`src/rtl/l1_icache_if.sv`:
```
// Fetch-side and refill-side signal bundle for the L1 instruction cache.
// The slave modport is the cache's view; master is the datapath/memory side.
interface l1_icache_if;
    logic [15:0]  mem_address;
    logic         mem_read;
    logic [127:0] mem_rdata;
    logic         mem_resp;
    logic         flush;
    logic [15:0]  pmem_address;
    logic         pmem_read;
    logic [127:0] pmem_rdata;
    logic         pmem_resp;
    logic [15:0]  hit_count;
    logic [15:0]  miss_count;

    modport slave (
        input  mem_address, mem_read, flush, pmem_rdata, pmem_resp,
        output mem_rdata, mem_resp, pmem_address, pmem_read, hit_count, miss_count
    );

    modport master (
        output mem_address, mem_read, flush, pmem_rdata, pmem_resp,
        input  mem_rdata, mem_resp, pmem_address, pmem_read, hit_count, miss_count
    );
endinterface

```
`src/rtl/l1_icache.sv`:
```
// Direct-mapped read-only L1 instruction cache with single outstanding refill,
// whole-cache flush (with in-flight poisoning) and saturating hit/miss counters.
module l1_icache #(
    parameter int NUM_SETS    = 8,
    parameter int OFFSET_BITS = 4
) (
    input  logic          clk,
    input  logic          reset,
    l1_icache_if.slave    bus
);
    localparam int IDX   = $clog2(NUM_SETS);
    localparam int TAG_W = 16 - OFFSET_BITS - IDX;

    typedef enum logic {IDLE, FETCH} state_t;

    state_t              state_q, state_d;
    logic [NUM_SETS-1:0] valid_q;
    logic [TAG_W-1:0]    tag_q  [NUM_SETS];
    logic [127:0]        data_q [NUM_SETS];
    logic                poison_q;
    logic [TAG_W-1:0]    req_tag_q;
    logic [IDX-1:0]      req_idx_q;
    logic [15:0]         hit_count_q, miss_count_q;

    logic [TAG_W-1:0]    addr_tag;
    logic [IDX-1:0]      addr_idx;
    logic                hit, miss_start, fill, pmem_read;
    logic                unused_offset;

    function automatic logic [15:0] sat_inc(input logic [15:0] v);
        return (v == 16'hFFFF) ? v : v + 16'd1;
    endfunction

    assign addr_tag = bus.mem_address[15:OFFSET_BITS+IDX];
    assign addr_idx = bus.mem_address[OFFSET_BITS+IDX-1:OFFSET_BITS];
    // Byte offset only selects within the line, which the datapath does itself.
    assign unused_offset = ^bus.mem_address[OFFSET_BITS-1:0];

    assign fill = (state_q == FETCH) && bus.pmem_resp;

    always_comb begin
        state_d    = state_q;
        hit        = 1'b0;
        miss_start = 1'b0;
        pmem_read  = 1'b0;
        case (state_q)
            IDLE: begin
                if (bus.mem_read && !bus.flush) begin
                    if (valid_q[addr_idx] && (tag_q[addr_idx] == addr_tag)) begin
                        hit = 1'b1;
                    end else begin
                        miss_start = 1'b1;
                        state_d    = FETCH;
                    end
                end
            end
            FETCH: begin
                pmem_read = 1'b1;
                if (bus.pmem_resp) begin
                    state_d = IDLE;
                end
            end
            default: state_d = IDLE;
        endcase
    end

    assign bus.mem_resp     = hit;
    assign bus.mem_rdata    = hit ? data_q[addr_idx] : 128'h0;
    assign bus.pmem_read    = pmem_read;
    assign bus.pmem_address = {req_tag_q, req_idx_q, {OFFSET_BITS{1'b0}}};
    assign bus.hit_count    = hit_count_q;
    assign bus.miss_count   = miss_count_q;

    always_ff @(posedge clk or posedge reset) begin
        if (reset) begin
            state_q      <= IDLE;
            valid_q      <= '0;
            poison_q     <= 1'b0;
            req_tag_q    <= '0;
            req_idx_q    <= '0;
            hit_count_q  <= '0;
            miss_count_q <= '0;
        end else begin
            state_q <= state_d;
            if (miss_start) begin
                req_tag_q    <= addr_tag;
                req_idx_q    <= addr_idx;
                miss_count_q <= sat_inc(miss_count_q);
            end
            if (hit) begin
                hit_count_q <= sat_inc(hit_count_q);
            end
            // A flush landing on the fill edge still leaves the new line invalid.
            if (bus.flush) begin
                valid_q <= '0;
            end else if (fill) begin
                valid_q[req_idx_q] <= !poison_q;
            end
            if (fill) begin
                poison_q <= 1'b0;
            end else if ((state_q == FETCH) && bus.flush) begin
                poison_q <= 1'b1;
            end
        end
    end

    always_ff @(posedge clk) begin
        if (fill) begin
            tag_q[req_idx_q]  <= req_tag_q;
            data_q[req_idx_q] <= bus.pmem_rdata;
        end
    end
endmodule

```
`src/flat_wrapper.sv`:
```
// flat-port wrapper written by rule: the top's interface ports become plain ports
module l1_icache_flat 
#(
    parameter int NUM_SETS    = 8,
    parameter int OFFSET_BITS = 4
)
  (clk, reset, bus_mem_address, bus_mem_read, bus_flush, bus_pmem_rdata, bus_pmem_resp, bus_mem_rdata, bus_mem_resp, bus_pmem_address, bus_pmem_read, bus_hit_count, bus_miss_count);
  l1_icache_if bus_i ();
  input  logic clk;
  input  logic reset;
  input wire logic [$bits(bus_i.mem_address)-1:0] bus_mem_address;
  input wire logic [$bits(bus_i.mem_read)-1:0] bus_mem_read;
  input wire logic [$bits(bus_i.flush)-1:0] bus_flush;
  input wire logic [$bits(bus_i.pmem_rdata)-1:0] bus_pmem_rdata;
  input wire logic [$bits(bus_i.pmem_resp)-1:0] bus_pmem_resp;
  output wire logic [$bits(bus_i.mem_rdata)-1:0] bus_mem_rdata;
  output wire logic [$bits(bus_i.mem_resp)-1:0] bus_mem_resp;
  output wire logic [$bits(bus_i.pmem_address)-1:0] bus_pmem_address;
  output wire logic [$bits(bus_i.pmem_read)-1:0] bus_pmem_read;
  output wire logic [$bits(bus_i.hit_count)-1:0] bus_hit_count;
  output wire logic [$bits(bus_i.miss_count)-1:0] bus_miss_count;
  assign bus_i.mem_address = bus_mem_address;
  assign bus_i.mem_read = bus_mem_read;
  assign bus_i.flush = bus_flush;
  assign bus_i.pmem_rdata = bus_pmem_rdata;
  assign bus_i.pmem_resp = bus_pmem_resp;
  assign bus_mem_rdata = bus_i.mem_rdata;
  assign bus_mem_resp = bus_i.mem_resp;
  assign bus_pmem_address = bus_i.pmem_address;
  assign bus_pmem_read = bus_i.pmem_read;
  assign bus_hit_count = bus_i.hit_count;
  assign bus_miss_count = bus_i.miss_count;
  l1_icache #(.NUM_SETS(NUM_SETS), .OFFSET_BITS(OFFSET_BITS)) u_core (.clk(clk), .reset(reset), .bus(bus_i));
endmodule
```
`config.mk`:
```
export PLATFORM = sky130hd
export DESIGN_NAME = l1_icache_flat
export DESIGN_NICKNAME = d
export VERILOG_FILES = /design/src/rtl/l1_icache_if.sv /design/src/rtl/l1_icache.sv /design/src/flat_wrapper.sv
export SDC_FILE = /design/constraint.sdc
export NUM_CORES = 1
export LEC_CHECK = 0
export ABC_AREA = 1
export BUFFER_PORTS_ARGS = -buffer_cell sky130_fd_sc_hd__buf_2
export CAP_MARGIN = 20
export CORE_MARGIN = 1
export CORE_UTILIZATION = 40
export CTS_BUF_LIST = sky130_fd_sc_hd__clkbuf_16
export DETAILED_ROUTE_END_ITERATION = 6
export GPL_TIMING_DRIVEN = 0
export SLEW_MARGIN = 20
export SYNTH_ARGS = -nofsm -noshare
export SYNTH_HDL_FRONTEND = slang
export SYNTH_SLANG_ARGS = --single-unit
```
`constraint.sdc`:
```
create_clock -name clk -period 11.04 [get_ports clk]
set_input_delay 2.208 -clock clk [delete_from_list [all_inputs] [get_ports clk]]
set_output_delay 2.208 -clock clk [all_outputs]
set_load 0.02 [all_outputs]
```
# --- Word-level counts from Yosys, hierarchy flattened ---
# Memory sizes are Yosys's and may differ from the RTL's.
# Cells that the tools add are included.
op_classes:
  shift: 0
  mul: 0
  addsub: 2
  n_eq_ne: 3
  n_mux: 21
  order_cmp: 3
  bitwise: 3
  reduce_logical: 11
  n_div: 0
ops:
  columns: ["cell", "n"]
  rows:
  - ["$mux 128", 1]
  - ["$add 16x1->16 const B", 2]
  - ["$eq 16x16->1 const B", 2]
  - ["$mux 8", 2]
  - ["$mux 1", 14]
  - ["$eq 9x9->1", 1]
  - ["$bwmux 8", 1]
  - ["$lt 3x4->1 const B", 2]
  - ["$logic_and 1x1->1", 5]
  - ["$reduce_and 2->1", 2]
  - ["$reduce_bool 2->1", 2]
  - ["$bmux 1 s3", 1]
  - ["$demux 1 s3", 1]
  - ["$ge 3x1->1 const B", 1]
  - ["$not 1->1", 3]
  - ["$logic_not 1->1", 2]
  - ["$pmux 1 s2", 1]
totals:
  elab_cells: 52
  out_inout_bits: 178
  regBits: 54
  romBits: 0
  ramBits: 1096
  latch_bits: 0
  mem_count: 2
memory_table:
  columns: ["memory", "depth", "word_bits", "read_ports", "rd_clocked_by_memory_dff", "write_ports", "line", "rtl"]
  rows:
  - ["u_core.data_q", 8, 128, 1, 0, 1, "l1_icache.sv:19", "logic [127:0] data_q [NUM_SETS];"]
  - ["u_core.tag_q", 8, 9, 1, 0, 1, "l1_icache.sv:18", "logic [TAG_W-1:0] tag_q [NUM_SETS];"]

# --- Depth between registers and ports, before layout ---
depth:
  ltp_word: 7
  depth_mapped: 17

# --- Worst setup path before layout ---
# Ideal clock, no wire load.
synth_timing:
  path_kind: "input-to-reg"
  start: "input bus_pmem_resp"
  end: "register u_core.valid_q[6]"
  cell_stages: 5
  path_buffers: 0
  setup_time_ns: 0.511
  t_required_ns: 10.529
  slack_ns: -1.620
  t_arrival_ns: 12.150
  path_cell_list: "nand2_1 > nor2_1 > inv_1 > nor3_1 > a21oi_1"
synth_between:
  elab_chain_len: 2
synth_lines:
  columns: ["element", "line", "rtl"]
  rows:
  - ["start, declared", "flat_wrapper.sv:15", "input wire logic [$bits(bus_i.pmem_resp)-1:0] bus_pmem_resp;"]
  - ["$logic_and 1x1->1", "l1_icache.sv:39", "assign fill = (state_q == FETCH) && bus.pmem_resp;"]
  - ["$reduce_bool 2->1 (no line)", null, null]
  - ["end signal, assigned by index", "l1_icache.sv:97", "valid_q[req_idx_q] <= !poison_q;"]
  - ["end, declared", "l1_icache.sv:17", "logic [NUM_SETS-1:0] valid_q;"]
# Every way passes these cells.
# A chain may end at the register's enable or synchronous reset.

# --- Final worst setup path ---
layout_timing:
  start: "input bus_mem_address[6]"
  end: "output bus_mem_rdata[44]"
layout_between:
  elab_chain_len: 7
layout_lines:
  columns: ["element", "line", "rtl"]
  rows:
  - ["start, declared", "flat_wrapper.sv:11", "input wire logic [$bits(bus_i.mem_address)-1:0] bus_mem_address;"]
  - ["$mem_v2 8x9 or $bmux 1 s3 (tied branches)", null, null]
  - ["$eq 9x9->1 or $mux 1 (tied branches)", "l1_icache.sv:49", "if (valid_q[addr_idx] && (tag_q[addr_idx] == addr_tag)) begin"]
  - ["$logic_and 1x1->1", "l1_icache.sv:49", null]
  - ["$mux 1", "l1_icache.sv:49", null]
  - ["$mux 1", "l1_icache.sv:48", "if (bus.mem_read && !bus.flush) begin"]
  - ["$mux 1", "l1_icache.sv:46", "case (state_q)"]
  - ["$mux 128 *", "l1_icache.sv:68", "assign bus.mem_rdata = hit ? data_q[addr_idx] : 128'h0;"]
  - ["end, declared", "flat_wrapper.sv:16", "output wire logic [$bits(bus_i.mem_rdata)-1:0] bus_mem_rdata;"]
# Mark *: on every way between the ends. The rest lies on a longest branch, timed or not. The select of a mux whose other input is x is not followed.

==> metrics.md <==
| Metric | Value |
|---|---|
| Initial antenna violation count | `36` |
| DR pass1 iterations | `6` |
| PortBufs | `317` |
| Total power draw | `9.49 mW` |
| Tot GR Track Use | `22.4%` |
| Grt total ovfl | `0` |
| Chip height | `340 um` |
| Fin crit share | `71.2%` |
| Clk Tree Root Cell | `clkbuf_16` |
| Worst Skew | `0.0259 ns` |
| Synth Instances | `3,628` |
| First-pass GRT wire length | `193,000 um` |
| Vias in the first global route | `29,700` |
| Worst Hold Path EP | `u_core.bus.hit_count[9]` |
| Vias | `31,000` |
| Flops & latches, synth | `1,150` |
| Footprint of the multi-input gates | `10,100 um2` |
| Worst r2r src | `u_core.state_q` |
| Layout cells sized above 1 | `14.6%` |
| Global placer's final weighted congestion | `0.832` |
| Routed len/inst | `23.0 um` |
| Setup Buffers After CTS | `0` |
| R2R depth | `11` |
| Row cnt | `123` |
| Clock tree buffer depth | `3` |
| Vias per inst | `5.39` |
| Minimum clock period | `7.86 ns` |
| CTS Hold Bufs | `0` |
| Antenna Nets Post-Route | `0` |
| Crit end category | `primary output` |
| YS warnings | `0` |
| Core Util, Final | `48.3%` |
| Drt total wl | `132,000 um` |
| Buf+Inv Stages, Crit Path | `7` |
| Critical path peak fanout | `10` |
| Initial detailed-routing violation count | `2,978` |
| CORE AREA | `113,000 um2` |
| Area Growth Syn to Fin | `19.4%` |
| Final Hold Vio Count | `0` |
| CTS Buf Count | `115` |
| Status | `finished, final reports clean` |
| Worst R2R End | `u_core.data_q[6][89]` |
| Clock transition at path regs | `0.06 ns` |
| RSZ-0062 raised after global routing | `false` |
| Critical path class | `in2out` |
| Reg-to-reg slack, setup | `7.89 ns` |
| Worst-Margin Slew | `1.21 ns` |
| Max VDD drop | `0.133 mV` |
| HP Start | `u_core.bus.hit_count[9]` |
| Starting Density | `40.5%` |
| Largest net degree at the start of global routing | `45` |
| DIE WIDTH | `340 um` |
| Fillers | `9,947` |
| CP top delay family | `buffers and inverters` |
| Highest clock rate | `127 MHz` |
| Leak | `19.3 nW` |
| CTS sink cnt | `1,150` |
| Post-synthesis cell area | `45,700 um2` |
| Worst EP required | `8.83 ns` |
| Final net count | `4,289` |
| WP data arrival | `5.65 ns` |
| DPL Wire Length | `87,600 um` |
| Slew HR | `19.7%` |
| Crit-path cells | `buf_2, inv_1, clkbuf_1, nand3_1, nand2_1, nand2_1, nand2_1, nand2_1, nor2_4, inv_2, nor2_4, nand2_2, buf_6, buf_6, nor2_1, buf_2` |
| H-Tree Level Count | `3` |
| Hold WC Path Type | `reg2reg` |
| Slowest-stage cell, CP | `clkbuf_1` |
| MaxCap Viol Count | `0` |
| CTS tree | `built` |
| Fin. max-slew vios | `0` |
| IO Pins | `327` |
| Synth unique cells | `28` |
| Final-report setup violation count | `0` |
| Synthesized area per cell | `12.6 um2` |
| Final routed DRC violation total | `0` |
| Reg area | `34,300 um2` |
| Worst skew pair latency | `0.72 ns` |
| Sequential element share of the synthesized area | `74.9%` |
| Most common cell on crit path | `nand2_1` |
| Power Density | `174 nW/um2` |
| Die ar. | `116,000 um2` |
| Worst hold path depth | `2` |
| Max incr delay on CP | `0.67 ns` |
| Resized Gates After CTS | `0` |
| Critical Path Start Type | `input port` |
worst max path at each step:
stage	from	endpoint	slack [ns]	depth (start not counted)
after CTS	bus_mem_address[6]	bus_mem_rdata[44]	3.26	16
after floorplan	bus_pmem_resp	u_core.valid_q[0]	2.13	6
after global placement	bus_pmem_resp	u_core.valid_q[1]	-4.28	7
after detailed placement	bus_mem_address[6]	bus_mem_rdata[44]	3.28	16
final	bus_mem_address[6]	bus_mem_rdata[44]	3.18	16
after global routing	bus_mem_address[6]	bus_mem_rdata[44]	3.07	16
worst reg2reg max path, stage by stage (launching register included):
cell     delay, ns
dfrtp_1       0.42
nand2_1       0.23
nor2_1        0.15
inv_1         0.18
nor3_4        0.58
buf_8         0.25
buf_8         0.18
buf_8         0.18
buf_16        0.17
buf_6         0.17
buf_8         0.16
buf_8         0.19
metal layers:
layer  wire length [um]  vias up  global-route usage [%]
li1                   -    14200                       -
met2              63200     1218                    36.7
met5                208        -                       0
met4               3550       34                    6.85
met3              10300      229                    4.21
met1              55100    15300                    30.3
synthesized netlist by cell type (all sizes together):
| master | instances | area, um2 |
|---|---|---|
| conb | 1 | 3.75 |
| nor4 | 3 | 18.8 |
| nand4 | 52 | 325 |
| xnor2 | 6 | 52.6 |
| buf | 42 | 308 |
| nor2 | 805 | 3040 |
| o221ai | 128 | 1120 |
| clkbuf | 204 | 766 |
| xor2 | 9 | 78.8 |
| nand3b | 1 | 7.51 |
| nand3 | 71 | 365 |
| a21oi | 10 | 50.1 |
| edfxtp | 1096 | 32900 |
| o21ai | 790 | 3950 |
| dfrtp | 54 | 1350 |
| ha | 2 | 25.0 |
| inv | 109 | 409 |
| nand2 | 236 | 888 |
| nor3 | 9 | 45.0 |
cell usage in the layout (no fill, tap or decap), drive strengths merged:
master / count
nand2: 236
diode: 10
nand3b: 1
ha: 2
o21ai: 790
xor2: 9
clkinvlp: 5
nor3: 9
o221ai: 128
conb: 4
bufinv: 14
a21oi: 10
xnor2: 6
buf: 432
nor4: 3
nor2: 805
clkinv: 51
clkbuf: 321
dfrtp: 54
edfxtp: 1096
inv: 138
nand3: 71
nand4: 52
power by group:
part | leakage (nW) | switching (mW) | internal, mW
clock | 1.93 | 1.67 | 2.24
combinational | 6.75 | 0.457 | 0.173
sequential | 10.6 | 0.0452 | 4.90
total | 19.3 | 2.17 | 7.32
cell type report:
class	instances	share of cell area, %
Antenna cell	10	0.0459
Buffer	246	1.99
Clock buffer	117	5.36
Clock inverter	99	1.54
Inverter	109	0.754
Multi-Input combinational cell	2126	18.4
Sequential cell	1150	62.8
Tap cell	1500	3.44
Timing Repair Buffer	390	5.66
logic make-up (layout without fill, tap and decap cells):
| logic type | after synthesis | in the layout | synth area share [%] |
|---|---|---|---|
| xor+xnor | 15 | 15 | 0.287 |
| fa+ha+maj | 2 | 2 | 0.0547 |
| other cells | 1 | 14 | 0.00820 |
| buf+inv | 355 | 961 | 3.24 |
| simple gates | 1177 | 1177 | 10.3 |
| flops | 1150 | 1150 | 74.9 |
| compound gates | 928 | 928 | 11.2 |
flip-flops by register name (all words and copies together), names as in the netlist:
signal / count
u_core.tag_q: 72
u_core.req_tag_q: 9
u_core.bus.miss_count: 16
u_core.valid_q: 8
u_core.state_q: 1
u_core.req_idx_q: 3
u_core.poison_q: 1
u_core.data_q: 1024
u_core.bus.hit_count: 16
through the flow:
stage	TNS [ns]	hold slack (ns)	area [um2]	setup slack, ns	std cells
3_5_place_dp	0	0.495	50800	3.28	5521
5_1_grt	0	0.547	54600	3.07	5738
2_1_floorplan	0	0.531	45700	2.13	3631
3_3_place_gp	-3781.84	0.480	49200	-4.28	5448
6_report	0	0.510	54600	3.18	5747
4_1_cts	0	0.510	54500	3.26	5737
(Power assumes the default switching activity.)
